`src/rtl/mioc_gate_array_pipe_if.sv`:
```
// Stream bundle for the mioc gate array pipe.
// Input beats flow master->slave and results flow slave->master.
interface mioc_gate_array_pipe_if #(
    parameter int NUM_CH = 4,
    parameter int IN_W   = 16
);
    logic              in_valid;
    logic              in_ready;
    logic [IN_W-1:0]   in_bus;
    logic              out_valid;
    logic              out_ready;
    logic [NUM_CH-1:0] z;
    logic [NUM_CH-1:0] z_chg;

    modport master (
        output in_valid, in_bus, out_ready,
        input  in_ready, out_valid, z, z_chg
    );

    modport slave (
        input  in_valid, in_bus, out_ready,
        output in_ready, out_valid, z, z_chg
    );
endinterface

```
`src/rtl/mioc_gate_array_pipe.sv`:
```
// Two-stage pipelined array of AND-group gates.
// Each channel applies its own AND/OR/NAND/NOR mode.
module mioc_gate_array_pipe #(
    parameter int NUM_CH  = 4,
    parameter int NUM_GRP = 2,
    parameter int GRP_W   = 2
) (
    input  logic                  clk,
    input  logic                  rst,
    input  logic                  cfg_we,
    input  logic [2*NUM_CH-1:0]   cfg_mode,
    mioc_gate_array_pipe_if.slave bus
);
    localparam int NG = NUM_CH * NUM_GRP;

    logic [2*NUM_CH-1:0] mode_q;
    logic [NG-1:0]       grp_d;
    logic [NG-1:0]       s1_grp;
    logic [2*NUM_CH-1:0] s1_mode;
    logic                s1_v;
    logic                s2_v;
    logic [NUM_CH-1:0]   z_q;
    logic [NUM_CH-1:0]   chg_q;
    logic [NUM_CH-1:0]   z_prev;
    logic [NUM_CH-1:0]   z_new;
    logic [NUM_CH-1:0]   z_ref;
    logic                s2_adv;
    logic                acc;
    logic                out_xfer;

    assign s2_adv       = !s2_v || bus.out_ready;
    assign bus.in_ready = !s1_v || s2_adv;
    assign acc          = bus.in_valid && bus.in_ready;
    assign out_xfer     = s2_v && bus.out_ready;

    assign bus.out_valid = s2_v;
    assign bus.z         = z_q;
    assign bus.z_chg     = chg_q;

    genvar gi;
    generate
        for (gi = 0; gi < NG; gi++) begin : g_grp
            assign grp_d[gi] = &bus.in_bus[gi*GRP_W +: GRP_W];
        end
        // mode bit 1 inverts, mode bit 0 picks OR over AND
        for (gi = 0; gi < NUM_CH; gi++) begin : g_ch
            logic all_g;
            logic any_g;
            assign all_g = &s1_grp[gi*NUM_GRP +: NUM_GRP];
            assign any_g = |s1_grp[gi*NUM_GRP +: NUM_GRP];
            assign z_new[gi] = s1_mode[2*gi+1]
                             ^ (s1_mode[2*gi] ? any_g : all_g);
        end
    endgenerate

    // The beat leaving S2 this cycle is the previous delivered one
    assign z_ref = out_xfer ? z_q : z_prev;

    always_ff @(posedge clk) begin
        if (rst) begin
            mode_q <= '0;
        end else if (cfg_we) begin
            mode_q <= cfg_mode;
        end
    end

    always_ff @(posedge clk) begin
        if (rst) begin
            s1_v    <= 1'b0;
            s1_grp  <= '0;
            s1_mode <= '0;
        end else if (bus.in_ready) begin
            s1_v <= bus.in_valid;
            if (acc) begin
                s1_grp  <= grp_d;
                s1_mode <= mode_q;
            end
        end
    end

    always_ff @(posedge clk) begin
        if (rst) begin
            s2_v  <= 1'b0;
            z_q   <= '0;
            chg_q <= '0;
        end else if (s2_adv) begin
            s2_v <= s1_v;
            if (s1_v) begin
                z_q   <= z_new;
                chg_q <= z_new ^ z_ref;
            end
        end
    end

    always_ff @(posedge clk) begin
        if (rst) begin
            z_prev <= '0;
        end else if (out_xfer) begin
            z_prev <= z_q;
        end
    end
endmodule

```
`src/flat_wrapper.sv`:
```
// flat-port wrapper written by rule: the top's interface ports become plain ports
module mioc_gate_array_pipe_flat 
#(
    parameter int NUM_CH  = 4,
    parameter int NUM_GRP = 2,
    parameter int GRP_W   = 2
)
  (clk, rst, cfg_we, cfg_mode, bus_in_valid, bus_in_bus, bus_out_ready, bus_in_ready, bus_out_valid, bus_z, bus_z_chg);
  mioc_gate_array_pipe_if #(.NUM_CH(NUM_CH), .IN_W(16)) bus_i ();
  input  logic clk;
  input  logic rst;
  input  logic cfg_we;
  input  logic [2*NUM_CH-1:0] cfg_mode;
  input wire logic [$bits(bus_i.in_valid)-1:0] bus_in_valid;
  input wire logic [$bits(bus_i.in_bus)-1:0] bus_in_bus;
  input wire logic [$bits(bus_i.out_ready)-1:0] bus_out_ready;
  output wire logic [$bits(bus_i.in_ready)-1:0] bus_in_ready;
  output wire logic [$bits(bus_i.out_valid)-1:0] bus_out_valid;
  output wire logic [$bits(bus_i.z)-1:0] bus_z;
  output wire logic [$bits(bus_i.z_chg)-1:0] bus_z_chg;
  assign bus_i.in_valid = bus_in_valid;
  assign bus_i.in_bus = bus_in_bus;
  assign bus_i.out_ready = bus_out_ready;
  assign bus_in_ready = bus_i.in_ready;
  assign bus_out_valid = bus_i.out_valid;
  assign bus_z = bus_i.z;
  assign bus_z_chg = bus_i.z_chg;
  mioc_gate_array_pipe #(.NUM_CH(NUM_CH), .NUM_GRP(NUM_GRP), .GRP_W(GRP_W)) u_core (.clk(clk), .rst(rst), .cfg_we(cfg_we), .cfg_mode(cfg_mode), .bus(bus_i));
endmodule
```
`config.mk`:
```
export PLATFORM = sky130hd
export DESIGN_NAME = mioc_gate_array_pipe_flat
export DESIGN_NICKNAME = d
export VERILOG_FILES = /design/src/rtl/mioc_gate_array_pipe_if.sv /design/src/rtl/mioc_gate_array_pipe.sv /design/src/flat_wrapper.sv
export SDC_FILE = /design/constraint.sdc
export NUM_CORES = 1
export LEC_CHECK = 0
export BUFFER_PORTS_ARGS = -buffer_cell sky130_fd_sc_hd__buf_2
export CAP_MARGIN = 20
export CORE_MARGIN = 2
export CORE_UTILIZATION = 50
export CTS_BUF_LIST = sky130_fd_sc_hd__clkbuf_4
export DETAILED_ROUTE_END_ITERATION = 7
export PLACE_DENSITY = 0.76
export SYNTH_ARGS = -nofsm -noshare
export SYNTH_HDL_FRONTEND = slang
export SYNTH_SLANG_ARGS = --single-unit
```
`constraint.sdc`:
```
create_clock -name clk -period 1.35 [get_ports clk]
set_input_delay 0.0675 -clock clk [delete_from_list [all_inputs] [get_ports clk]]
set_output_delay 0.0675 -clock clk [all_outputs]
set_load 0.01 [all_outputs]
```
* Word level (Yosys, flattened, before mapping)
Index checks and enable logic that the tools add are counted.
** Word-level totals
- Bits in registers :: 38
- Output and inout port bits :: 10
- Bits of input ports :: 29
- Logic and storage cells :: 42
** Operators by class
- Bitwise operators :: 5
- Multiplexer cells :: 5
- Reduce and logical (&&, ||, !) cells :: 24
** Operators by type and width (count)
- 2-bit AND reduction :: 14
- 2-bit OR reduction :: 4
- 1-bit two-way mux :: 4
- 4-bit two-way mux :: 1
- 1-bit bitwise XOR :: 4
- 4-bit bitwise XOR :: 1
- 1-bit logical AND :: 2
- 1-bit zero test :: 2
- 1-bit logical OR :: 2

* Depth between registers and ports, before layout
- Depth after elaboration :: 5
- Gate-level depth with buffers :: 6
- Mapped depth without buffers :: 4

* Worst setup path after synthesis
Ideal clock, no wire load.
- Kind :: flip-flop to flip-flop
- Start point :: reg u_core.s2_v (netlist: u_core.bus.out_valid)
- End point :: reg u_core.chg_q[1] (netlist: u_core.bus.z_chg[1])
- Cell stages (with the launch flop) :: 7
- Data required time :: 1.227 ns
- Clock period less this slack :: 1.230 ns
- Library setup time :: 0.123 ns
- Setup slack :: 0.120 ns
- Arrival :: 1.107 ns
- Path buffers :: 2
- Cells stage by stage :: dfxtp_1 nor2b_2 nor2b_1 buf_2 buf_4 nor2_1 a211oi_2
** Between the ends
- Word-level cells in the longest chain between the ends :: 3
- Elaborated cells between the ends (all ways) :: 6
- Classes of those cells :: 1 x mux; 1 x bitwise; 4 x reduce/logical
** Ends and longest elaborated chain
- start, declared :: line mioc_gate_array_pipe.sv:21 : logic s2_v;
- start signal, assigned :: line mioc_gate_array_pipe.sv:87 : s2_v <= s1_v;
- 1-bit logical AND / 1-bit zero test (equally long branches) :: line mioc_gate_array_pipe.sv:34, mioc_gate_array_pipe.sv:31
- 4-bit two-way mux / 1-bit logical OR (equally long branches) :: line mioc_gate_array_pipe.sv:57, mioc_gate_array_pipe.sv:31
- 4-bit bitwise XOR / 2-bit AND reduction (equally long branches)
- end signal, assigned :: line mioc_gate_array_pipe.sv:90 : chg_q <= z_new ^ z_ref;
- end, declared :: line mioc_gate_array_pipe.sv:23 : logic [NUM_CH-1:0] chg_q;
Several ways; a longest one is shown, not always the timed one.
A chain may end at the register's enable or synchronous reset.

* Final worst setup path
- Start point :: reg u_core.s1_grp[0]
- End point :: reg u_core.chg_q[0] (netlist: u_core.bus.z_chg[0])
** Between the ends
- Word-level cells in the longest chain between the ends :: 4
- Elaborated cells between the ends (all ways) :: 5
- Classes of those cells :: 1 x mux; 2 x bitwise; 2 x reduce/logical
** Ends and longest elaborated chain
- start, declared :: line mioc_gate_array_pipe.sv:18 : logic [NG-1:0] s1_grp;
- start signal, assigned :: line mioc_gate_array_pipe.sv:75 : s1_grp <= grp_d;
- 2-bit AND reduction / 2-bit OR reduction (equally long branches) :: line mioc_gate_array_pipe.sv:49, mioc_gate_array_pipe.sv:50
- 1-bit two-way mux * :: line mioc_gate_array_pipe.sv:52 : ^ (s1_mode[2*gi] ? any_g : all_g);
- 1-bit bitwise XOR * :: line mioc_gate_array_pipe.sv:52
- 4-bit bitwise XOR * :: line mioc_gate_array_pipe.sv:90
Every way passes the cells marked *; elsewhere a longest branch is shown, timed or not.

==> flow_summary.json <==
{
  "outcome": "complete, but fails checks",
  "violations": "design-rule violations",
  "drtIter0Drc": 36,
  "setup_violations": 0,
  "r2r_start": "u_core.s1_grp[0]$_SDFFE_PP0P_",
  "skew_ns": 0.006796,
  "grt_max_degree": 23,
  "post_cts_buffers": 0,
  "rsz0062_at_grt": "no",
  "min_period_ns": 1.271,
  "cts-root-buf": "clkbuf_4",
  "yosysTopAreaCell": "dfxtp_1",
  "hp-start": "bus_in_bus[10]",
  "grt_first_pass_wirelength_um": 5402,
  "period_share": 0.9414,
  "track_usage": 0.2124,
  "yosysMostFrequentCell": "dfxtp_1",
  "synth.top_cell.area_share": 0.5096,
  "async_reset_ff_frac": 0,
  "antenna_found_initial": 0,
  "synth-seq-area-share": 0.5096,
  "min_to": "u_core.s1_grp[5]$_SDFFE_PP0P_",
  "path_max_fanout": 2,
  "yosysWarningCount": 0,
  "reg2regPathDepth": 4,
  "synth_area_leaders": "dfxtp_1 (51%), mux2i_1 (8.0%), nand2_1 (6.5%), a21oi_1 (5.7%), nor2_1 (5.5%)",
  "synth.distinct_cells": 19,
  "r2r_end": "u_core.bus.z_chg[0]$_SDFFE_PP0P_",
  "hold_path_depth": 3,
  "max-slew-margin-rel": 0.7538,
  "design_area_um2": 2017,
  "htree_levels": 2,
  "placedInstanceArea_um2": 1730,
  "rows": 19,
  "dp_hpwl_um": 2173,
  "fillCellCount": 221,
  "grt_overflow_total": 0,
  "ys_ff_latch": 38,
  "slew_violations": 0,
  "end_kind": "flip-flop",
  "die_y_um": 58.64,
  "syn2layout_area_growth_pct": 35.12,
  "tightest_slew_ns": 0.3694,
  "first_global_vias": 1289,
  "power_density_nw_per_um2": 1028,
  "gp_congestion": 0.7166,
  "hold_viol_final": 0,
  "die-area_um2": 3439,
  "synth_edf_count": 0,
  "final_layout_size_suffix_gt1_frac": 0.3014,
  "p_leak_nw": 0.8465,
  "worst_path_max_delay_cell": "dfxtp_1",
  "cts_tree": "done",
  "synthTopCellsByCount": "dfxtp_1 (38), nand2_1 (26), nor2_1 (22)",
  "drt_pass1_iterations": 6,
  "r2r_slack_ns": 0.08,
  "syn-num-nets": 186,
  "clock_latency_ns": 0.33,
  "start_kind": "flip-flop",
  "hold_class": "in -> reg",
  "fp.dieW_um": 58.64,
  "max_stage_delay_ns": 0.34,
  "fin_tns_setup_ns": 0,
  "numCtsBuffers": 5,
  "portBuffers": 38,
  "avgSynthCellArea_um2": 9.508,
  "crit_chain": "maj3_2 -> xnor2_2 -> xnor2_1 -> a211oi_2",
  "core_um2": 2805,
  "antenna_cells": 0,
  "cts_sinks": 38,
  "critPathKind": "reg -> reg",
  "syn_area_um2": 1493,
  "vias": 1283,
  "drc_errors": 3,
  "clkTransAtPathRegs_ns": 0.10,
  "synth_flop_cell": "dfxtp_1",
  "io_pins": 39,
  "nets": 248,
  "viasPerCell": 5.132,
  "ant_nets": 0,
  "wire_per_inst_um": 12.96,
  "critPathRequiredTime_ns": 1.61,
  "fmax_mhz": 786.8,
  "wl_um": 3239,
  "cts_buffer_depth": 2,
  "worstPathArrival_ns": 1.53,
  "netlist_instances": 157,
  "start_util": 0.5321,
  "peakVddDrop_uv": 742.4,
  "drv_cap": 0
}
## registers in the layout, indices dropped and copies added (netlist names)
name	count
u_core.bus.out_valid	1
u_core.bus.z	4
u_core.bus.z_chg	4
u_core.mode_q	8
u_core.s1_grp	8
u_core.s1_mode	8
u_core.s1_v	1
u_core.z_prev	4
## cells in the final DEF, fill, tap and decap left out, types with 2 or more instances in the layout
| cell | Yosys | final |
|---|---|---|
| nand3_1 | 8 | 8 |
| nand2_1 | 26 | 25 |
| mux2i_2 | 0 | 2 |
| dlygate4sd3_1 | 0 | 22 |
| a21oi_1 | 17 | 17 |
| a211oi_2 | 4 | 4 |
| a211oi_1 | 4 | 4 |
| maj3_2 | 4 | 4 |
| nor2_1 | 22 | 22 |
| buf_12 | 0 | 2 |
| xnor2_1 | 4 | 4 |
| mux2i_1 | 12 | 10 |
| clkbuf_4 | 0 | 7 |
| xnor2_2 | 4 | 4 |
| dfxtp_1 | 38 | 38 |
| buf_2 | 4 | 38 |
## report_power, final
group / switching (W) / internal (W)
clock: 0.000335 / 0.000237
combinational: 0.000136 / 0.000160
sequential: 0.0000335 / 0.00117
## worst max path at each step
stage                                            startpoint  slack, ns                                to
final                         u_core.s1_grp[0]$_SDFFE_PP0P_       0.08  u_core.bus.z_chg[0]$_SDFFE_PP0P_
after global routing      u_core.bus.out_valid$_SDFFE_PP0P_       0.01     u_core.s1_grp[6]$_SDFFE_PP0P_
after floorplan           u_core.bus.out_valid$_SDFFE_PP0P_       0.12  u_core.bus.z_chg[1]$_SDFFE_PP0P_
after CTS                 u_core.bus.out_valid$_SDFFE_PP0P_       0.04  u_core.bus.z_chg[0]$_SDFFE_PP0P_
after detailed placement  u_core.bus.out_valid$_SDFFE_PP0P_       0.06  u_core.bus.z_chg[0]$_SDFFE_PP0P_
after global placement       u_core.s1_mode[2]$_SDFFE_PP0P_       0.15  u_core.bus.z_chg[1]$_SDFFE_PP0P_
## area by class of cell
cell class,count,area [um2],share of cell area
Sequential cell,38,760.7,0.3772
Multi-Input combinational cell,109,691.9,0.3431
Timing Repair Buffer,64,469.2,0.2326
Clock buffer,7,52.55,0.02605
Tap cell,31,38.79,0.01923
Inverter,1,3.754,0.001861
## kinds of logic after synthesis
group	Yosys count	synth area share
and+or+nand+nor	59	0.1626
DFF	38	0.5096
AOI/OAI and AO/OA	26	0.1165
muxes	12	0.08047
buffers and inverters	10	0.03352
xor gates and xnor gates	8	0.06705
adders and majority gates	4	0.03017
## repair_timing
action,in CTS,in global routing
hold buffers,22,0
endpoints found under the setup margin,0,3
hold endpoints to repair,16,0
gates resized for setup,0,4
## per-stage QoR
step	cells	hold WS, ns	setup slack [ns]	total power, W	util
3_5_place_dp	221	0.3077	0.06476	0.001472	0.6169
4_1_cts	250	0.004418	0.03573	0.002087	0.7141
5_1_grt	250	0.01607	0.01334	0.002170	0.7190
2_1_floorplan	157	0.2147	0.1198	0.001375	-
3_3_place_gp	221	0.3023	0.1503	0.001461	0.6169
6_report	250	0.02156	0.07910	0.002074	0.7190
## metal layers
| metal | up-vias | share of wire | GRT usage |
|---|---|---|---|
| li1 | 651 | - | - |
| met1 | 594 | 0.41 | 0.2287 |
| met2 | 31 | 0.52 | 0.3917 |
| met3 | 7 | 0.049 | 0.06154 |
| met4 | 0 | 0.014 | 0.07792 |
| met5 | - | 0 | 0 |
## critical path: cells and delay by family (launching register included)
family	cells	cell delay (ns)
AO/OA/AOI/OAI	1	0.22
adder cells (fa/ha/maj)	1	0.34
XOR/XNOR	2	0.30
flip-flops	1	0.34
(Power assumes the default switching activity.)
